`config.mk`:
```
export PLATFORM = sky130hd
export DESIGN_NAME = seq_ram_arbiter
export DESIGN_NICKNAME = d
export VERILOG_FILES = /design/src/rtl/orion_pkg.sv /design/src/rtl/arb_hold_counter.sv /design/src/rtl/seq_ram_arbiter.sv
export SDC_FILE = /design/constraint.sdc
export NUM_CORES = 1
export LEC_CHECK = 0
export ABC_AREA = 0
export CAP_MARGIN = 30
export CORE_MARGIN = 5
export CORE_UTILIZATION = 32
export CTS_CLUSTER_DIAMETER = 100
export DETAILED_ROUTE_END_ITERATION = 10
export GPL_ROUTABILITY_DRIVEN = 0
export PLACE_DENSITY_LB_ADDON = 0.05
export SETUP_SLACK_MARGIN = 0.4
export SLEW_MARGIN = 30
export SYNTH_ARGS = -nofsm -noshare
export SYNTH_HDL_FRONTEND = slang
export SYNTH_SLANG_ARGS = --single-unit
```
`constraint.sdc`:
```
create_clock -name clk -period 1.96 [get_ports clk]
set_input_delay 0.392 -clock clk [delete_from_list [all_inputs] [get_ports clk]]
set_output_delay 0.392 -clock clk [all_outputs]
set_load 0.02 [all_outputs]
```
`src/rtl/orion_pkg.sv`:
```
// ---------------------------------------------------------------------------
// orion_pkg
// Shared types and default sizes for the sequence RAM arbiter slice.
//   arb_state_t : arbiter FSM states (IDLE, GEN, GC)
//   owner_t     : which requester last released the RAM
//   *_DEF       : default address/data/depth/hold-limit sizes
// ---------------------------------------------------------------------------
package orion_pkg;

    typedef enum logic [1:0] {
        IDLE = 2'd0,
        GEN  = 2'd1,
        GC   = 2'd2
    } arb_state_t;

    typedef enum logic {
        OWN_GEN = 1'b0,
        OWN_GC  = 1'b1
    } owner_t;

    localparam int ADDR_W_DEF   = 5;
    localparam int DATA_W_DEF   = 4;
    localparam int DEPTH_DEF    = 32;
    localparam int MAX_HOLD_DEF = 16;

endpackage : orion_pkg

```
`src/rtl/arb_hold_counter.sv`:
```
// ---------------------------------------------------------------------------
// arb_hold_counter
// Counts cycles the current owner has held the RAM grant. Saturates at
// MAX_HOLD-1 so an owner with no contender never wraps back to zero.
// Only instantiated when SEQ_ARB_STARVE_GUARD_EN is defined.
// Ports:
//   clk      : system clock, rising edge
//   rst      : asynchronous reset, active low
//   clr      : restart the count (new grant or grant release)
//   inc      : one more owned cycle
//   at_limit : count has reached MAX_HOLD-1
// ---------------------------------------------------------------------------
module arb_hold_counter
    import orion_pkg::*;
#(
    parameter int MAX_HOLD = MAX_HOLD_DEF
) (
    input  logic clk,
    input  logic rst,
    input  logic clr,
    input  logic inc,
    output logic at_limit
);

    localparam int              CNT_W = $clog2(MAX_HOLD + 1);
    localparam logic [CNT_W-1:0] LIMIT = CNT_W'(MAX_HOLD - 1);

    logic [CNT_W-1:0] cnt_r;

    // Saturating hold counter: clear wins over increment.
    always_ff @(posedge clk or negedge rst) begin
        if (!rst) begin
            cnt_r <= {CNT_W{1'b0}};
        end else if (clr) begin
            cnt_r <= {CNT_W{1'b0}};
        end else if (inc && (cnt_r != LIMIT)) begin
            cnt_r <= cnt_r + CNT_W'(1);
        end else begin
            cnt_r <= cnt_r;
        end
    end

    assign at_limit = (cnt_r == LIMIT);

endmodule : arb_hold_counter

```
`src/rtl/seq_ram_arbiter.sv`:
```
// ---------------------------------------------------------------------------
// seq_ram_arbiter
// Shares the single-port sequence RAM between the digit sequencer (GEN,
// read/write) and the game controller (GC, read-only) with a req/grant
// handshake and round-robin tie breaking. Exactly one owner drives the RAM.
//
// Optional feature: define SEQ_ARB_STARVE_GUARD_EN to preempt an owner that
// has held the grant for MAX_HOLD cycles while the other side is waiting.
//
// Ports:
//   clk, rst                 : clock (rising) / async reset, active low
//   gen_req/we/addr/wdata    : sequencer request and access fields
//   gen_gnt                  : sequencer owns the RAM
//   gc_req/gc_addr           : controller read request and address
//   gc_gnt                   : controller owns the RAM
//   gc_rdata/gc_rvalid       : read result, valid pulse one cycle after issue
//   ram_en/we/addr/wdata     : RAM access port (combinational mux)
//   ram_rdata                : RAM read data, 1-cycle latency
//   busy                     : either requester owns the RAM
// ---------------------------------------------------------------------------
module seq_ram_arbiter
    import orion_pkg::*;
#(
    parameter int ADDR_W   = ADDR_W_DEF,
    parameter int DATA_W   = DATA_W_DEF,
    parameter int DEPTH    = DEPTH_DEF,
    parameter int MAX_HOLD = MAX_HOLD_DEF
) (
    input  logic              clk,
    input  logic              rst,
    input  logic              gen_req,
    input  logic              gen_we,
    input  logic [ADDR_W-1:0] gen_addr,
    input  logic [DATA_W-1:0] gen_wdata,
    output logic              gen_gnt,
    input  logic              gc_req,
    input  logic [ADDR_W-1:0] gc_addr,
    output logic              gc_gnt,
    output logic [DATA_W-1:0] gc_rdata,
    output logic              gc_rvalid,
    output logic              ram_en,
    output logic              ram_we,
    output logic [ADDR_W-1:0] ram_addr,
    output logic [DATA_W-1:0] ram_wdata,
    input  logic [DATA_W-1:0] ram_rdata,
    output logic              busy
);

    // Elaboration-time parameter sanity.
    if (DEPTH > (1 << ADDR_W)) begin : g_depth_chk
        $error("seq_ram_arbiter: DEPTH exceeds address space");
    end
    if (MAX_HOLD < 2) begin : g_hold_chk
        $error("seq_ram_arbiter: MAX_HOLD must be at least 2");
    end

    localparam logic [ADDR_W:0] DEPTH_L = (ADDR_W + 1)'(DEPTH);

    arb_state_t        state_r;
    owner_t            last_owner_r;
    logic              gen_gnt_r;
    logic              gc_gnt_r;
    logic              busy_r;
    logic              rd_pend_r;
    logic              rd_oor_r;
    logic [DATA_W-1:0] rdata_hold_r;

    logic gen_in_range_s;
    logic gc_in_range_s;
    logic owned_s;
    logic owner_req_s;
    logic other_req_s;
    logic preempt_s;
    logic release_s;
    logic gc_read_s;

    assign gen_in_range_s = ({1'b0, gen_addr} < DEPTH_L);
    assign gc_in_range_s  = ({1'b0, gc_addr} < DEPTH_L);
    assign owned_s        = gen_gnt_r | gc_gnt_r;
    assign gc_read_s      = gc_gnt_r & gc_req;

    // Request of the current owner and of the waiting side.
    always_comb begin
        owner_req_s = 1'b0;
        other_req_s = 1'b0;
        if (gen_gnt_r) begin
            owner_req_s = gen_req;
            other_req_s = gc_req;
        end else if (gc_gnt_r) begin
            owner_req_s = gc_req;
            other_req_s = gen_req;
        end else begin
            owner_req_s = 1'b0;
            other_req_s = 1'b0;
        end
    end

`ifdef SEQ_ARB_STARVE_GUARD_EN
    logic cnt_clr_s;
    logic cnt_inc_s;
    logic at_limit_s;

    // Count restarts whenever nobody owns the RAM or the grant is handed over.
    assign cnt_clr_s = ~owned_s | release_s;
    assign cnt_inc_s = owned_s & ~release_s;

    arb_hold_counter #(
        .MAX_HOLD (MAX_HOLD)
    ) u_hold (
        .clk      (clk),
        .rst      (rst),
        .clr      (cnt_clr_s),
        .inc      (cnt_inc_s),
        .at_limit (at_limit_s)
    );

    assign preempt_s = at_limit_s & other_req_s;
`else
    assign preempt_s = 1'b0;
`endif

    // The owner gives up the RAM when it drops req or is preempted.
    assign release_s = owned_s & (~owner_req_s | preempt_s);

    // Arbiter FSM; grants and busy are registered decodes of the next state.
    always_ff @(posedge clk or negedge rst) begin
        if (!rst) begin
            state_r      <= IDLE;
            last_owner_r <= OWN_GC;
            gen_gnt_r    <= 1'b0;
            gc_gnt_r     <= 1'b0;
            busy_r       <= 1'b0;
        end else begin
            case (state_r)
                IDLE: begin
                    if (gen_req && (!gc_req || (last_owner_r == OWN_GC))) begin
                        state_r   <= GEN;
                        gen_gnt_r <= 1'b1;
                        gc_gnt_r  <= 1'b0;
                        busy_r    <= 1'b1;
                    end else if (gc_req) begin
                        state_r   <= GC;
                        gen_gnt_r <= 1'b0;
                        gc_gnt_r  <= 1'b1;
                        busy_r    <= 1'b1;
                    end else begin
                        state_r   <= IDLE;
                        gen_gnt_r <= 1'b0;
                        gc_gnt_r  <= 1'b0;
                        busy_r    <= 1'b0;
                    end
                end
                GEN: begin
                    if (release_s) begin
                        last_owner_r <= OWN_GEN;
                        state_r      <= gc_req ? GC : IDLE;
                        gen_gnt_r    <= 1'b0;
                        gc_gnt_r     <= gc_req;
                        busy_r       <= gc_req;
                    end else begin
                        state_r   <= GEN;
                        gen_gnt_r <= 1'b1;
                        gc_gnt_r  <= 1'b0;
                        busy_r    <= 1'b1;
                    end
                end
                GC: begin
                    if (release_s) begin
                        last_owner_r <= OWN_GC;
                        state_r      <= gen_req ? GEN : IDLE;
                        gen_gnt_r    <= gen_req;
                        gc_gnt_r     <= 1'b0;
                        busy_r       <= gen_req;
                    end else begin
                        state_r   <= GC;
                        gen_gnt_r <= 1'b0;
                        gc_gnt_r  <= 1'b1;
                        busy_r    <= 1'b1;
                    end
                end
                default: begin
                    state_r   <= IDLE;
                    gen_gnt_r <= 1'b0;
                    gc_gnt_r  <= 1'b0;
                    busy_r    <= 1'b0;
                end
            endcase
        end
    end

    // RAM port mux: only the owner reaches the RAM, GC can never write.
    always_comb begin
        ram_en    = 1'b0;
        ram_we    = 1'b0;
        ram_addr  = {ADDR_W{1'b0}};
        ram_wdata = {DATA_W{1'b0}};
        if (gen_gnt_r) begin
            ram_en    = gen_req & gen_in_range_s;
            ram_we    = gen_req & gen_in_range_s & gen_we;
            ram_addr  = gen_addr;
            ram_wdata = gen_wdata;
        end else if (gc_gnt_r) begin
            ram_en    = gc_req & gc_in_range_s;
            ram_we    = 1'b0;
            ram_addr  = gc_addr;
            ram_wdata = {DATA_W{1'b0}};
        end else begin
            ram_en    = 1'b0;
            ram_we    = 1'b0;
            ram_addr  = {ADDR_W{1'b0}};
            ram_wdata = {DATA_W{1'b0}};
        end
    end

    // Read tracking: every issued GC read yields exactly one rvalid, even if
    // the grant is lost meanwhile. Out-of-range reads return zero.
    always_ff @(posedge clk or negedge rst) begin
        if (!rst) begin
            rd_pend_r    <= 1'b0;
            rd_oor_r     <= 1'b0;
            rdata_hold_r <= {DATA_W{1'b0}};
        end else begin
            rd_pend_r <= gc_read_s;
            rd_oor_r  <= ~gc_in_range_s;
            if (rd_pend_r) begin
                rdata_hold_r <= rd_oor_r ? {DATA_W{1'b0}} : ram_rdata;
            end else begin
                rdata_hold_r <= rdata_hold_r;
            end
        end
    end

    // RAM data arrives in the rvalid cycle, so it is passed straight through
    // then and held from the register afterwards.
    always_comb begin
        gc_rdata = rdata_hold_r;
        if (rd_pend_r) begin
            gc_rdata = rd_oor_r ? {DATA_W{1'b0}} : ram_rdata;
        end else begin
            gc_rdata = rdata_hold_r;
        end
    end

    assign gc_rvalid = rd_pend_r;
    assign gen_gnt   = gen_gnt_r;
    assign gc_gnt    = gc_gnt_r;
    assign busy      = busy_r;

endmodule : seq_ram_arbiter

```
==> results of run 1 <==
## how the worst max path moves through the flow
stage               slack [ns]  startpoint  cells after the start          end
finish                    0.31   gc_rvalid                      3  gc_rdata[1]
detailed placement       -0.20      gc_req                      4       ram_en
global route              0.28   gc_rvalid                      3  gc_rdata[1]
global placement         -0.19      gc_req                      4       ram_en
CTS                       0.29   gc_rvalid                      3  gc_rdata[1]
floorplan                 0.56     gen_gnt                      3  ram_addr[0]
## repair_timing
item | CTS | global route
cloned | 0 | 0
gates resized for setup | 100 | 16
endpoints found under the hold margin | 0 | 0
buffers inserted | 6 | 1
endpoints found under the setup margin | 19 | 14
## worst max-delay path, delay by kind of cell (launching register included)
kind                   cells  cell delay (ns)
multiplexers               1             0.30
flip-flops                 1             0.44
buffers and inverters      2             0.26
## area by class of cell
class	instances	area (um^2)	share of cell area
clock buffer	4	26.28	0.02552
tap	15	18.77	0.01823
timing repair buffer	52	505.5	0.4909
inverter	1	3.754	0.003645
multi-input combinational	29	245.2	0.2382
sequential	9	230.2	0.2236
## state kept, by name, indices dropped and copies added, names as in the netlist
| name | count |
|---|---|
| rdata_hold_r | 4 |
| busy | 1 |
| gc_rvalid | 1 |
| gen_gnt | 1 |
| last_owner_r | 1 |
| state_r | 1 |
## routing by layer
| metal | wire length (um) | track usage | share of wire |
|---|---|---|---|
| met3 | 141 | 0.03690 | 0.096 |
| met1 | 522 | 0.1323 | 0.36 |
| met5 | 0 | 0 | 0 |
| met2 | 786 | 0.2578 | 0.53 |
| met4 | 19 | 0.08065 | 0.013 |
## power groups by stage
stage / Combinational, uW / Clock [uW] / Sequential, uW
after global placement: 517 / 0 / 305
after floorplan: 275 / 0 / 303
final: 614 / 136 / 304
after global routing: 654 / 151 / 312
after CTS: 574 / 144 / 303
after detailed placement: 519 / 0 / 308
## per-stage QoR
stage | cell area, um^2 | hold WS [ns] | power, uW
2_1_floorplan | 469.2 | 0.09641 | 577.8
3_3_place_gp | 905.9 | 0.4826 | 821.8
3_5_place_dp | 905.9 | 0.4872 | 826.6
4_1_cts | 973.4 | 0.4379 | 1021
5_1_grt | 1030 | 0.4689 | 1116
6_report | 1030 | 0.4347 | 1055
## placed cells by master, fill, tap and decap left out
master and instances:
dfrtp_1 5, dfrtp_2 3, inv_2 1, nand2_1 1
and2_4 5, dlygate4sd2_1 8, nor2_1 3, dfstp_2 1
clkdlybuf4s50_1 17, o22ai_1 2, mux2_2 1, nor2b_4 1
and3_4 1, buf_4 7, clkbuf_4 3, mux2_4 4
a21oi_1 1, buf_2 2, o21ai_0 2, and2_1 2
a22o_1 5, buf_6 18, nor2b_1 1, clkbuf_1 1
## logic make-up after synthesis
group | Yosys count | synth area share
simple gates | 14 | 0.1813
buf+inv | 3 | 0.05599
flops | 9 | 0.4827
mux | 5 | 0.1280
compound gates | 10 | 0.1520
==> reports/summary.txt, run 1 <==
non-filler cells in the finished layout -> 110
setup TNS -> 0 ns
Reg2Reg Depth -> 3
Tightest Pin Transition -> 0.3997 ns
final hold violation count -> 0
vias post-DR -> 515
share of layout cells above drive strength 1 -> 0.4947
Die X -> 48.29 um
vias in the first global route -> 523
number of remaining DRC errors -> 0
Die ar. -> 2332 um^2
Starting Density -> 0.3475
Seq cells post-synth -> 9
cell mode on critical path -> buf_6
asr flop ratio synth -> 1.000
n_diodes -> 0
setup slack at placement -> -0.2034 ns
Post-synth EDFFs -> 0
Crit Path Class -> reg2out
RSZ-0062 raised after global routing -> yes
Final ANT Viol Nets -> 0
Via density -> 4.682
Switching Fraction -> 0.3463
clk slew on worst S/H paths -> 0.06 ns
synthesized area -> 469.2 um^2
core area -> 1350 um^2
combinational share of power -> 0.582
GRT Residual Overflow -> 0
cell chain of the critical path -> buf_6 > mux2_4 > buf_6
Crit-path slowest cell -> dfrtp_2
type of the most critical hold path -> in2async
DR WL/cell -> 13.36 um
CP peak stage delay -> 0.44 ns
CP Max Fanout -> 5
die height -> 48.29 um
Port Buf Inserts -> 41
Synth top area share -> 0.4267
Int Pwr -> 689.6 uW
GRT Overall Usage -> 0.1379
crit path capture type -> output port
total CTS buffers -> 3
H-tree levels -> 1
clock buffer depth -> 2
first-pass GRT wire length -> 2166 um
final period utilization -> 0.8395
Layout Skew -> 0.0008900 ns
P per Cell Area -> 1024 nW/um^2
clk_lat worst skew -> 0.25 ns
syn nets -> 64
Synth cell types -> 16
crit path DAT -> 1.25 ns
leading area contributor after synthesis -> dfrtp_1
CTS Hold Buffers Added -> 0
CTS Sinks -> 9
shortest period the worst path allows -> 1.646 ns
R2R Setup Slk -> 0.86 ns
largest net degree at the start of global routing -> 10
Main synth FF type -> dfrtp_1
Max VDD drop -> 0.5366 mV
Clock Tree Root -> clkbuf_4
final core occ -> 0.7627
dpl cells -> 99
final wirelength -> 1470 um
max-cap violations -> 0
outcome -> finished clean
Top Ports -> 42
FILL cells -> 106
cells after synthesis -> 41
relative slew slack -> 0.7327
Static Leak -> 0.0004919 uW
Final Max Slew Viols -> 0
sequential share of the synthesized area -> 0.4827
Critical Path RT -> 1.57 ns
CTS tree -> done
sequential share of power -> 0.289
nets -> 119
achievable frequency -> 0.6077 GHz
YS warnings -> 0
RR Startpoint -> gc_rvalid
part of the power in the clock network -> 0.129
dominant cells by area after synthesis -> dfrtp_1 43%, mux2_2 9.6%, a22o_1 9.3%
Finish-stage setup viols -> 0
Pre-Repair DR Iteration Count -> 1
Sw Pwr -> 365.2 uW
Synth top cells by count -> 8 x dfrtp_1, 7 x and2_1, 5 x a22o_1
cell with the most instances after synthesis -> dfrtp_1
syn_area_per_cell -> 11.44 um^2
post-detail-place hpwl -> 1136 um
Worst setup SP type -> register
RR Endpoint -> rdata_hold_r[3]
initial drt markers -> 0
synthesis-to-layout area growth -> 119.5%
row count -> 13
final critical-path setup slack -> 0.3145 ns
initial antenna violation count -> 0
(Power assumes the default switching activity.)
==> inputs of run 2 (changes only) <==
--- a/config.mk
+++ b/config.mk
@@ -8,7 +8,7 @@
 export ABC_AREA = 0
 export CAP_MARGIN = 30
 export CORE_MARGIN = 5
-export CORE_UTILIZATION = 32
+export CORE_UTILIZATION = 29
 export CTS_CLUSTER_DIAMETER = 100
 export DETAILED_ROUTE_END_ITERATION = 10
 export GPL_ROUTABILITY_DRIVEN = 0
==> constraint.sdc (replaced) <==
create_clock -name clk -period 1.6 [get_ports clk]
set_input_delay 0.32 -clock clk [delete_from_list [all_inputs] [get_ports clk]]
set_output_delay 0.32 -clock clk [all_outputs]
set_load 0.02 [all_outputs]
==> reports/summary.txt, run 2 (same netlist as run 1, synthesis figures left out) <==
Tightest Pin Transition -> 0.4174 ns (+0.01770 ns)
final wirelength -> 1706 um (+16%)
non-filler cells in the finished layout -> 112 (+1.8%)
vias post-DR -> 510 (-0.97%)
CTS Hold Buffers Added -> 0 (unchanged)
WL met2 -> 902 um (+15%)
DR top layer -> met4
final critical-path setup slack -> 0.00007527 ns (-0.3144 ns)
Starting Density -> 0.3079 (-0.03966)
vias in the first global route -> 493 (-5.7%)
outcome -> finished clean
most frequent cells in the layout -> 20 x clkdlybuf4s50_1, 15 x buf_6, 9 x buf_4
Layout Skew -> 0.001250 ns (+0.0003604 ns)
met3 WL -> 128 um (-9.2%)
clock buffer depth -> 2 (unchanged)
GRT Overall Usage -> 0.1360 (-0.001929)
core area -> 1524 um^2 (+13%)
row count -> 14 (+1)
worst hold slack -> 0.3511 ns (-0.08364 ns)
final hold violation count -> 0 (unchanged)
CTS Sinks -> 9 (unchanged)
largest net degree at the start of global routing -> 10 (unchanged)
Final Max Slew Viols -> 0 (unchanged)
GRT Residual Overflow -> 0 (unchanged)
share of layout cells above drive strength 1 -> 0.5833 (+0.08860)
Worst setup SP type -> register
shortest period the worst path allows -> 1.600 ns
initial drt markers -> 2 (+2)
Top Ports -> 42 (unchanged)
nets -> 120 (+0.84%)
achievable frequency -> 0.6250 GHz
CTS tree -> done
P per Cell Area -> 1287 nW/um^2 (+26%)
Port Buf Inserts -> 41 (unchanged)
Die X -> 50.23 um (+4.0%)
setup slack at placement -> -0.4205 ns (-0.2170 ns)
DR WL/cell -> 15.23 um (+14%)
die height -> 50.23 um (+4.0%)
Die ar. -> 2523 um^2 (+8.2%)
final period utilization -> 1.000
clk_lat worst skew -> 0.27 ns (+0.02 ns)
Critical Path RT -> 1.28 ns (-0.29 ns)
Pre-Repair DR Iteration Count -> 4 (+3)
Finish-stage setup viols -> 0 (unchanged)
Final Instance Area -> 1054 um^2 (+2.3%)
type of the most critical hold path -> in2async
largest reg by FF count -> rdata_hold_r
first-pass GRT wire length -> 2518 um (+16%)
relative slew slack -> 0.7209 (-0.01184)
max reg flops -> 4 (unchanged)
initial antenna violation count -> 0 (unchanged)
crit path capture type -> output port
n_diodes -> 0 (unchanged)
max-cap violations -> 0 (unchanged)
total CTS buffers -> 3 (unchanged)
number of remaining DRC errors -> 0 (unchanged)
RSZ-0062 raised after global routing -> yes
Post-DP Area -> 983.4 um^2 (+8.6%)
clk slew on worst S/H paths -> 0.06 ns (about the same)
CP Max Fanout -> 7 (+2)
met1 WL -> 668 um (+28%)
Static Leak -> 0.0005096 uW (+3.6%)
Via density -> 4.554 (-2.7%)
commonest non-fill, non-tap cell in the layout -> clkdlybuf4s50_1
H-tree levels -> 1 (unchanged)
Clock Tree Root -> clkbuf_4
Final ANT Viol Nets -> 0 (unchanged)
crit path DAT -> 1.28 ns (+0.03 ns)
synthesis-to-layout area growth -> 124.5%
Max VDD drop -> 1.002 mV (+87%)
Crit Path Class -> reg2out
dpl cells -> 103 (+4.0%)
==> run 2: changes by cell type in the layout (fill, tap and decap cells not counted), sizes merged <==
cell	change
buf	+4
dlygate4sd2	-6
clkdlybuf4s50	+3
==> run 2: power breakdown <==
| part | switching [uW] | internal [uW] | total, uW |
|---|---|---|---|
| clock | 88.2 | 96.6 | 185 |
| combinational | 335 | 467 | 802 |
| sequential | 54.1 | 315 | 369 |
==> run 2: metal layers <==
metal  vias up  global-route usage
met1       231              0.1499
met4         0             0.05240
met2        25              0.2176
li1        252                   -
met5         -                   0
met3         2             0.07396
==> run 2: worst paths after layout <==
| check | start | endpoint | slack [ns] | depth (start not counted) |
|---|---|---|---|---|
| min reg2reg | last_owner_r | last_owner_r | 0.49 | 2 |
| max in group asynchronous | rst | last_owner_r | 0.93 | 1 |
| min in group clk | last_owner_r | last_owner_r | 0.49 | 2 |
| min | rst | rdata_hold_r[3] | 0.35 | 1 |
| max reg2reg | state_r[1] | state_r[1] | 0.44 | 5 |
| max | gen_gnt | ram_addr[0] | 0.00008 | 3 |
==> run 2: cell type report <==
type | instances | area [um^2]
Inverter | 1 | 3.754
Fill cell | 121 | 470.5
Multi-Input combinational cell | 29 | 284.0
Tap cell | 16 | 20.02
Clock buffer | 4 | 26.28
Sequential cell | 9 | 230.2
Timing Repair Buffer | 53 | 489.2
==> run 2: per-stage QoR <==
step	setup TNS [ns]	util	total power, uW
2_1_floorplan	0	-	751.4
6_report	0	0.6913	1356
5_1_grt	-0.2010	0.6913	1440
4_1_cts	-0.05817	0.6691	1332
3_5_place_dp	-3.861	0.6453	1079
3_3_place_gp	-3.783	0.6453	1073
==> run 2: what timing repair did <==
item,CTS,global route
buffers inserted,0,4
endpoints found under the setup margin,19,18
cloned,1,0
resized for setup,110,1
==> run 2: critical path, cell delays in order, from the launching register on <==
cell     delay (ns)
dfrtp_2        0.48
buf_6          0.16
a22o_4         0.24
buf_6          0.13
